$ cat config.mk
export PLATFORM = sky130hd
export DESIGN_NAME = dcache_victim_buf
export DESIGN_NICKNAME = d
export VERILOG_FILES = /design/src/rtl/dcache_victim_pkg.sv /design/src/rtl/dcache_victim_buf_wb_reg.sv /design/src/rtl/dcache_victim_buf.sv
export SDC_FILE = /design/constraint.sdc
export NUM_CORES = 1
export LEC_CHECK = 0
export CAP_MARGIN = 15
export CORE_ASPECT_RATIO = 1.5
export CORE_MARGIN = 4
export CORE_UTILIZATION = 45
export CTS_BUF_LIST = sky130_fd_sc_hd__clkbuf_8
export DETAILED_ROUTE_END_ITERATION = 12
export MAX_ROUTING_LAYER = met4
export PLACE_DENSITY = 0.8
export REMOVE_ABC_BUFFERS = 1
export SYNTH_ARGS = -nofsm -noshare
export SYNTH_HDL_FRONTEND = slang
export SYNTH_SLANG_ARGS = --single-unit
$ cat constraint.sdc
create_clock -name clk -period 11.2 [get_ports clk]
set_input_delay 2.24 -clock clk [delete_from_list [all_inputs] [get_ports clk]]
set_output_delay 2.24 -clock clk [all_outputs]
set_load 0.01 [all_outputs]
$ cat src/rtl/dcache_victim_pkg.sv
// Shared constants and entry metadata for the data-cache victim buffer.
// Tags are stored at a fixed maximum width so one metadata type serves every TAG_BITS setting.
package dcache_victim_pkg;

    localparam int DEF_NUM_ENTRIES = 4;
    localparam int DEF_LINE_WIDTH  = 128;
    localparam int DEF_TAG_BITS    = 23;
    localparam int MAX_TAG_BITS    = 64;

    typedef logic [MAX_TAG_BITS-1:0] meta_tag_t;

    typedef struct packed {
        meta_tag_t tag;
        logic      valid;
        logic      dirty;
    } victim_meta_t;

    typedef enum logic [1:0] {
        ALLOC_MERGE = 2'd0,
        ALLOC_FREE  = 2'd1,
        ALLOC_EVICT = 2'd2
    } alloc_kind_t;

    function automatic meta_tag_t widen_tag(input logic [MAX_TAG_BITS-1:0] tag);
        return tag;
    endfunction

endpackage

$ cat src/rtl/dcache_victim_buf_wb_reg.sv
// One-entry valid/ready holding register for dirty victims waiting to be written back.
// The payload is only captured on load and is not reset; reset just drops the valid flag.
module victim_wb_reg #(
    parameter int TAG_BITS   = 23,
    parameter int LINE_WIDTH = 128
) (
    input  logic                  clk,
    input  logic                  rst,
    input  logic                  load_i,
    input  logic [TAG_BITS-1:0]   load_tag_i,
    input  logic [LINE_WIDTH-1:0] load_data_i,
    input  logic                  ready_i,
    output logic                  valid_o,
    output logic [TAG_BITS-1:0]   tag_o,
    output logic [LINE_WIDTH-1:0] data_o
);

    logic                  valid_q, valid_d;
    logic [TAG_BITS-1:0]   tag_q, tag_d;
    logic [LINE_WIDTH-1:0] data_q, data_d;

    // A load in the same cycle as a drain replaces the drained entry.
    always_comb begin
        valid_d = valid_q;
        tag_d   = tag_q;
        data_d  = data_q;
        if (valid_q && ready_i) begin
            valid_d = 1'b0;
        end
        if (load_i) begin
            valid_d = 1'b1;
            tag_d   = load_tag_i;
            data_d  = load_data_i;
        end
    end

    always_ff @(posedge clk) begin
        if (rst) begin
            valid_q <= 1'b0;
        end else begin
            valid_q <= valid_d;
        end
    end

    always_ff @(posedge clk) begin
        tag_q  <= tag_d;
        data_q <= data_d;
    end

    assign valid_o = valid_q;
    assign tag_o   = tag_q;
    assign data_o  = data_q;

endmodule

$ cat src/rtl/dcache_victim_buf.sv
// Fully-associative victim buffer sitting beside the data cache: zero-latency lookup,
// merge-or-allocate insert, round-robin replacement, and a single write-back slot for dirty victims.
module dcache_victim_buf
    import dcache_victim_pkg::*;
#(
    parameter int NUM_ENTRIES = DEF_NUM_ENTRIES,
    parameter int LINE_WIDTH  = DEF_LINE_WIDTH,
    parameter int TAG_BITS    = DEF_TAG_BITS
) (
    input  logic                           clk,
    input  logic                           rst,
    input  logic [TAG_BITS-1:0]            lookup_tag_i,
    output logic                           lookup_hit_o,
    output logic [LINE_WIDTH-1:0]          lookup_data_o,
    output logic                           lookup_dirty_o,
    input  logic                           take_i,
    input  logic                           insert_valid_i,
    output logic                           insert_ready_o,
    input  logic [TAG_BITS-1:0]            insert_tag_i,
    input  logic [LINE_WIDTH-1:0]          insert_data_i,
    input  logic                           insert_dirty_i,
    output logic                           wb_valid_o,
    input  logic                           wb_ready_i,
    output logic [TAG_BITS-1:0]            wb_tag_o,
    output logic [LINE_WIDTH-1:0]          wb_data_o,
    output logic [$clog2(NUM_ENTRIES):0]   count_o
);

    localparam int IDX_W = $clog2(NUM_ENTRIES);
    localparam int CNT_W = IDX_W + 1;

    victim_meta_t          meta_q [NUM_ENTRIES];
    victim_meta_t          meta_d [NUM_ENTRIES];
    logic [LINE_WIDTH-1:0] data_q [NUM_ENTRIES];
    logic [LINE_WIDTH-1:0] data_d [NUM_ENTRIES];
    logic [IDX_W-1:0]      ptr_q, ptr_d;
    logic [CNT_W-1:0]      count_q, count_d;

    meta_tag_t             lookup_tag_w;
    meta_tag_t             insert_tag_w;
    logic                  hit;
    logic [IDX_W-1:0]      hit_idx;
    logic                  match_found;
    logic [IDX_W-1:0]      match_idx;
    logic                  free_found;
    logic [IDX_W-1:0]      free_idx;
    alloc_kind_t           alloc_kind;
    logic [IDX_W-1:0]      alloc_idx;
    logic                  insert_fire;
    logic                  take_fire;
    logic                  wb_load;

    assign lookup_tag_w = widen_tag(MAX_TAG_BITS'(lookup_tag_i));
    assign insert_tag_w = widen_tag(MAX_TAG_BITS'(insert_tag_i));

    // Lowest matching index wins when more than one entry carries the probed tag.
    always_comb begin
        hit     = 1'b0;
        hit_idx = '0;
        for (int i = 0; i < NUM_ENTRIES; i++) begin
            if (!hit && meta_q[i].valid && (meta_q[i].tag == lookup_tag_w)) begin
                hit     = 1'b1;
                hit_idx = IDX_W'(i);
            end
        end
    end

    assign lookup_hit_o   = hit;
    assign lookup_data_o  = hit ? data_q[hit_idx] : '0;
    assign lookup_dirty_o = hit & meta_q[hit_idx].dirty;

    always_comb begin
        match_found = 1'b0;
        match_idx   = '0;
        free_found  = 1'b0;
        free_idx    = '0;
        for (int i = 0; i < NUM_ENTRIES; i++) begin
            if (!match_found && meta_q[i].valid && (meta_q[i].tag == insert_tag_w)) begin
                match_found = 1'b1;
                match_idx   = IDX_W'(i);
            end
            if (!free_found && !meta_q[i].valid) begin
                free_found = 1'b1;
                free_idx   = IDX_W'(i);
            end
        end
    end

    always_comb begin
        alloc_kind = ALLOC_EVICT;
        alloc_idx  = ptr_q;
        if (match_found) begin
            alloc_kind = ALLOC_MERGE;
            alloc_idx  = match_idx;
        end else if (free_found) begin
            alloc_kind = ALLOC_FREE;
            alloc_idx  = free_idx;
        end
    end

    assign insert_ready_o = !wb_valid_o || wb_ready_i;
    assign insert_fire    = insert_valid_i && insert_ready_o;
    assign take_fire      = take_i && hit;
    assign wb_load        = insert_fire && (alloc_kind == ALLOC_EVICT) && meta_q[ptr_q].dirty;

    // The insert is applied after the take so it wins when both hit the same entry.
    always_comb begin
        meta_d = meta_q;
        data_d = data_q;
        ptr_d  = ptr_q;
        if (take_fire) begin
            meta_d[hit_idx].valid = 1'b0;
            meta_d[hit_idx].dirty = 1'b0;
        end
        if (insert_fire) begin
            meta_d[alloc_idx].valid = 1'b1;
            meta_d[alloc_idx].tag   = insert_tag_w;
            meta_d[alloc_idx].dirty = insert_dirty_i |
                                      ((alloc_kind == ALLOC_MERGE) & meta_q[alloc_idx].dirty);
            data_d[alloc_idx]       = insert_data_i;
            if (alloc_kind == ALLOC_EVICT) begin
                ptr_d = ptr_q + IDX_W'(1);
            end
        end
    end

    always_comb begin
        count_d = '0;
        for (int i = 0; i < NUM_ENTRIES; i++) begin
            count_d = count_d + CNT_W'(meta_d[i].valid);
        end
    end

    always_ff @(posedge clk) begin
        if (rst) begin
            for (int i = 0; i < NUM_ENTRIES; i++) begin
                meta_q[i].valid <= 1'b0;
                meta_q[i].dirty <= 1'b0;
            end
            ptr_q   <= '0;
            count_q <= '0;
        end else begin
            meta_q  <= meta_d;
            ptr_q   <= ptr_d;
            count_q <= count_d;
        end
    end

    always_ff @(posedge clk) begin
        data_q <= data_d;
    end

    assign count_o = count_q;

    victim_wb_reg #(
        .TAG_BITS   (TAG_BITS),
        .LINE_WIDTH (LINE_WIDTH)
    ) u_wb_reg (
        .clk         (clk),
        .rst         (rst),
        .load_i      (wb_load),
        .load_tag_i  (meta_q[ptr_q].tag[TAG_BITS-1:0]),
        .load_data_i (data_q[ptr_q]),
        .ready_i     (wb_ready_i),
        .valid_o     (wb_valid_o),
        .tag_o       (wb_tag_o),
        .data_o      (wb_data_o)
    );

endmodule
* Yosys cells after proc, flatten, opt, wreduce, memory -nomap -nowiden *
Index checks and enable logic that the tools add are counted.

storage, ports and cells
  output and inout bits = 286
  flip-flop bits (word level) = 933

cells by class
  add/sub/neg operators = 4
  equality and inequality tests = 9
  order comparisons = 5
  bitwise gates (word level) = 6
  reductions and logical operators = 40
  muxes and demuxes = 63

operator list
  operator                                                                      count
  264-bit bitwise mux                                                           5
  128-bit two-way mux                                                           6
  66-bit demux with 2-bit select                                                5
  264-bit two-way mux                                                           2
  128-bit binary-select mux with 2-bit select                                   2
  512-bit bitwise mux                                                           1
  64-bit by 23-bit == test with 1-bit output                                    8
  66-bit binary-select mux with 2-bit select                                    3
  128-bit demux with 2-bit select                                               1
  66-bit two-way mux                                                            1
  25-bit two-way mux                                                            2
  1-bit logical AND                                                             24
  2-bit two-way mux                                                             12
  1-bit two-way mux                                                             23
  1-bit zero test                                                               12
  3-bit greater-or-equal comparator, second input constant                      3
  2-bit inverter with 3-bit output                                              3
  3-bit by 1-bit less-than comparator with 1-bit output, second input constant  2
  2-bit by 1-bit adder with 3-bit output                                        1
  3-bit by 1-bit adder with 3-bit output                                        1
  1-bit by 1-bit adder with 2-bit output                                        1
  2-bit by 1-bit adder with 2-bit output, second input constant                 1
  1-bit AND                                                                     2
  2-bit == test, second input constant                                          1
  5 further kinds                                                               5

* Longest topological paths before layout *
  depth in word-level cells = 30
  mapped depth = 13

* Cells and area by module *
Synthesis repeated with hierarchy kept, for this count alone.

second synthesis, totals
  cells, all modules = 2169
  area, all modules = 33906.3 um^2

by module, submodules not included
  module             instances  area each (um^2)  cells an instance  seq. area each (um^2)
  dcache_victim_buf  1          29333.1           2014               18397.6
  victim_wb_reg      1          4573.1            155                4554.4

* Least setup slack after synthesis *
OpenSTA, ideal clock, no wires.

  path kind = input to register
  start point = input insert_tag_i[21]
  end point = register u_wb_reg.data_q[0], in the netlist u_wb_reg.data_o[0] (enable)
  setup time = 0.504 ns
  setup slack = 4.308 ns
  stages on the path = 9
  required time = 10.696 ns
  data arrival time = 6.388 ns
  path buffers = 1
  cells stage by stage = clkbuf_1 -> xor2_1 -> nor2_1 -> nand4_1 -> nor2_1 -> nor3_1 -> nand4_1 -> a211o_1 -> inv_1

on the way
  cells in the longest elaborated chain, start to end = 19
  elaborated cells on any way between the ends = 22

ends and longest elaborated chain
  item                                        RTL line                        source
  from (decl)                                 dcache_victim_buf.sv:19         input logic [TAG_BITS-1:0] insert_tag_i,
  64-bit by 23-bit == test with 1-bit output  dcache_victim_buf.sv:78         if (!match_found && meta_q[i].valid && (meta_q[i].tag == insert_tag_w)) begin
  1-bit logical AND                           dcache_victim_buf.sv:78
  1-bit two-way mux                           dcache_victim_buf.sv:78
  1-bit zero test                             dcache_victim_buf.sv:78
  1-bit logical AND (2 in series)             dcache_victim_buf.sv:78
  1-bit two-way mux                           dcache_victim_buf.sv:78
  1-bit zero test                             dcache_victim_buf.sv:78
  1-bit logical AND (2 in series)             dcache_victim_buf.sv:78
  1-bit two-way mux                           dcache_victim_buf.sv:78
  1-bit zero test                             dcache_victim_buf.sv:78
  1-bit logical AND (2 in series)             dcache_victim_buf.sv:78
  1-bit two-way mux (*)                       dcache_victim_buf.sv:78
  2-bit two-way mux (*)                       dcache_victim_buf.sv:92         if (match_found) begin
  2-bit == test (*)                           dcache_victim_buf.sv:104        assign wb_load = insert_fire && (alloc_kind == ALLOC_EVICT) && meta_q[ptr_q].dirty;
  1-bit logical AND (*) (2 in series)         dcache_victim_buf.sv:104
  via u_wb_reg.load_i                         dcache_victim_buf_wb_reg.sv:9   input logic load_i,
  to (signal assigned)                        dcache_victim_buf_wb_reg.sv:47  data_q <= data_d;
  to (decl)                                   dcache_victim_buf_wb_reg.sv:20  logic [LINE_WIDTH-1:0] data_q, data_d;

The timed path passes the listed nets; every way through them passes the cells marked *.
A chain may end at the register's enable or synchronous reset.

* Worst setup path in the final report *
  start point = input lookup_tag_i[9]
  end point = output lookup_data_o[63]

on the way
  cells in the longest elaborated chain, start to end = 20
  elaborated cells on any way between the ends = 26

ends and longest elaborated chain
  item                                                     RTL line                 source
  from (decl)                                              dcache_victim_buf.sv:12  input logic [TAG_BITS-1:0] lookup_tag_i,
  64-bit by 23-bit == test with 1-bit output               dcache_victim_buf.sv:61  if (!hit && meta_q[i].valid && (meta_q[i].tag == lookup_tag_w)) begin
  1-bit logical AND                                        dcache_victim_buf.sv:61
  1-bit two-way mux                                        dcache_victim_buf.sv:61
  1-bit zero test                                          dcache_victim_buf.sv:61
  1-bit logical AND (2 in series)                          dcache_victim_buf.sv:61
  1-bit two-way mux                                        dcache_victim_buf.sv:61
  1-bit zero test                                          dcache_victim_buf.sv:61
  1-bit logical AND (2 in series)                          dcache_victim_buf.sv:61
  1-bit two-way mux                                        dcache_victim_buf.sv:61
  1-bit zero test                                          dcache_victim_buf.sv:61
  1-bit logical AND (2 in series)                          dcache_victim_buf.sv:61
  2-bit two-way mux                                        dcache_victim_buf.sv:61
  2-bit inverter with 3-bit output (not written as such)   dcache_victim_buf.sv:69  assign lookup_data_o = hit ? data_q[hit_idx] : '0;
  128-bit binary-select mux with 2-bit select              dcache_victim_buf.sv:69
  128-bit two-way mux (not written as such) (2 in series)  dcache_victim_buf.sv:69
  128-bit two-way mux (*)                                  dcache_victim_buf.sv:69
  to (decl)                                                dcache_victim_buf.sv:14  output logic [LINE_WIDTH-1:0] lookup_data_o,

Every way passes the cells marked *; elsewhere a longest branch is shown, timed or not. The select of a mux whose other input is x is not followed.

==> results.ini <==
[status]
status = complete, no violations

[logic_synthesis]
yosys_most_used_dff = edfxtp_1
synth_edf_count = 755
synth_area_per_cell_um2 = 16.5
synth_seq_cells = 769
ys_seq_area_frac = 0.689
yosysWarnings = 0
netlist_area_um2 = 33300
synthDistinctLibCells = 56
ys_async_sr_fraction = 0
synthCells = 2014

[clock_network]
cts-root-buf = clkbuf_8
cts_resized = 0
cts.sinks = 769
post-cts-setup-buffers = 0
ctsHoldBuffers = 0
clkLatencyLatePin_ns = 0.74
cts.clk_slew.worst_paths_ns = 0.07
cts_buffer_depth = 3
cts_tree = built
cts_htree_levels = 3
cts_buffers = 110

[pwr]
p_leak_nw = 12.8
clockPowerShare = 0.383
p_sw_frac = 0.224
seq_power_share = 0.558
ir_drop_mv = 0.129
powerDensity_nw_per_um2 = 143
p_sw_mw = 1.32
p_int_mw = 4.57
comb_power_share = 0.058

[sta]
fin_skew_ns = 0.0459
finalHoldViolCount = 0
fmax_ghz = 0.113
setup_viol = 0
report.final.slew_viol_count = 0
max_slew.worst_pin.slew_ns = 1.27
fin_ws_ns = 2.35
period_share = 0.790
slew_headroom = 0.152
rsz0062_at_grt = no
period_needed_ns = 8.85
timing.hold.ws_ns = 0.539

[final_layout]
final_core_util = 0.565
area_growth_pct = 23.7
nets = 2662
drive_gt1_frac = 0.139
final_area_um2 = 41200
final_common_cell = edfxtp_1
final_cell_mix = edfxtp_1 (755), clkdlybuf4s50_1 (465), mux4_2 (151)
final_cells = 3577

[detailed_routing]
route.detailed.drc = 0
routed_wirelength_um = 99000
ant_nets = 0
route.vias.total = 21100
viasPerCell = 5.89
firstDrtPassIters = 5
drtIter0Drc = 2052
routedWlPerCell_um = 27.7

[place]
port_buffers = 465
pre_cts_ws_ns = 2.30
placed_area_um2 = 38900
dpl.hpwl_um = 63800
placed_cells = 3351
place.gp.congestion = 0.981

[global_route]
grt_overflow = 0
antenna_found_initial = 17
grt_max_degree = 131
grt_pass1_vias = 22200
grt_pass1_wl_um = 146000
grt_usage = 0.253

[critical_path]
cp-start-kind = input pin
cp_max_fo = 52
crit_type = input pin to output pin
crit_arrival_ns = 6.61
required_ns = 8.96
r2r_cells = 8
worstSetupEndpointType = output pin

[worst_hold_path]
min_path_cells = 2
hp-class = flop to flop

[die]
core-area_um2 = 73000
die_y_um = 341
start_util = 0.457
io_pins = 466
num_rows = 121
die_w_um = 230
dieArea_um2 = 78500

[flow_run]
max-cap-violations = 0

-- critical path, stage by stage --
cell             delay [ns]
clkdlybuf4s50_1        0.51
xor2_1                 0.27
nor4_1                 0.50
nand4_1                0.20
or3_1                  0.42
and4bb_4               1.01
buf_4                  0.48
nand2_1                0.10
a21oi_1                0.19
clkdlybuf4s50_1        0.60
-- state kept, by name, indices dropped and copies added, names as in the netlist --
signal and cells:
u_wb_reg.valid_o 1, data_q 512, ptr_q 2, count_o 3
meta_q 100, u_wb_reg.tag_o 23, u_wb_reg.data_o 128
-- final cells by class --
| type | count | area (µm²) |
|---|---|---|
| inverter | 8 | 40.0 |
| antenna | 18 | 45.0 |
| tap | 984 | 1230 |
| multi-input combinational | 1099 | 9780 |
| clock buffer | 116 | 1600 |
| sequential | 769 | 23000 |
| timing repair buffer | 491 | 4900 |
| clock inverter | 92 | 654 |
| fill | 5670 | 31800 |
-- path summary, 6_finish.rpt --
check | start | endpoint | slack [ns]
max | lookup_tag_i[9] | lookup_data_o[63] | 2.35
min | meta_q[0] | meta_q[0] | 0.54
min reg2reg | meta_q[0] | meta_q[0] | 0.54
max reg2reg | meta_q[5] | data_q[329] | 6.18
-- power by group through the flow --
stage	logic [mW]	registers, mW	clock network [mW]
after floorplan	0.162	3.34	0
after global placement	0.332	3.34	0
after detailed placement	0.341	3.35	0
after CTS	0.344	3.28	2.31
after global routing	0.363	3.29	2.44
final	0.344	3.29	2.26
-- cell families (layout without fill, tap and decap cells) --
| logic type | Yosys count | after routing | synth area share |
|---|---|---|---|
| flops | 769 | 769 | 0.689 |
| compound gates | 283 | 283 | 0.0594 |
| mux | 154 | 154 | 0.103 |
| other cells | 0 | 18 | 0 |
| buf+inv | 146 | 707 | 0.0199 |
| simple gates | 474 | 474 | 0.0788 |
| xor+xnor | 185 | 185 | 0.0486 |
| fa+ha+maj | 3 | 3 | 0.00135 |
-- per-layer routing --
metal,vias up,global-route usage,share of wire
met5,-,-,0
met4,0,0.134,0.058
met3,272,0.0454,0.073
met2,1241,0.422,0.52
met1,10700,0.295,0.35
li1,8902,-,-
-- synthesized netlist by cell type (all sizes together), types with 7 or more instances --
cell    count  area, µm²
edfxtp    755      22700
a21oi     135        679
nor3        7       50.1
dfxtp      14        280
nand2     142        536
a221oi    128       1130
nor2b     140        876
xor2      127       1110
inv         8       30.0
nor2        8       30.0
xnor2      58        508
clkbuf     36        136
mux4      151       3400
and2       93        582
buf       102        497
nor4       36        225
nand4      25        156
-- stage by stage --
step / power [mW] / TNS [ns]
4_1_cts: 5.93 / 0
5_1_grt: 6.09 / 0
3_3_place_gp: 3.67 / 0
2_1_floorplan: 3.50 / -678.84
3_5_place_dp: 3.69 / 0
6_report: 5.89 / 0
(Power assumes the default switching activity.)
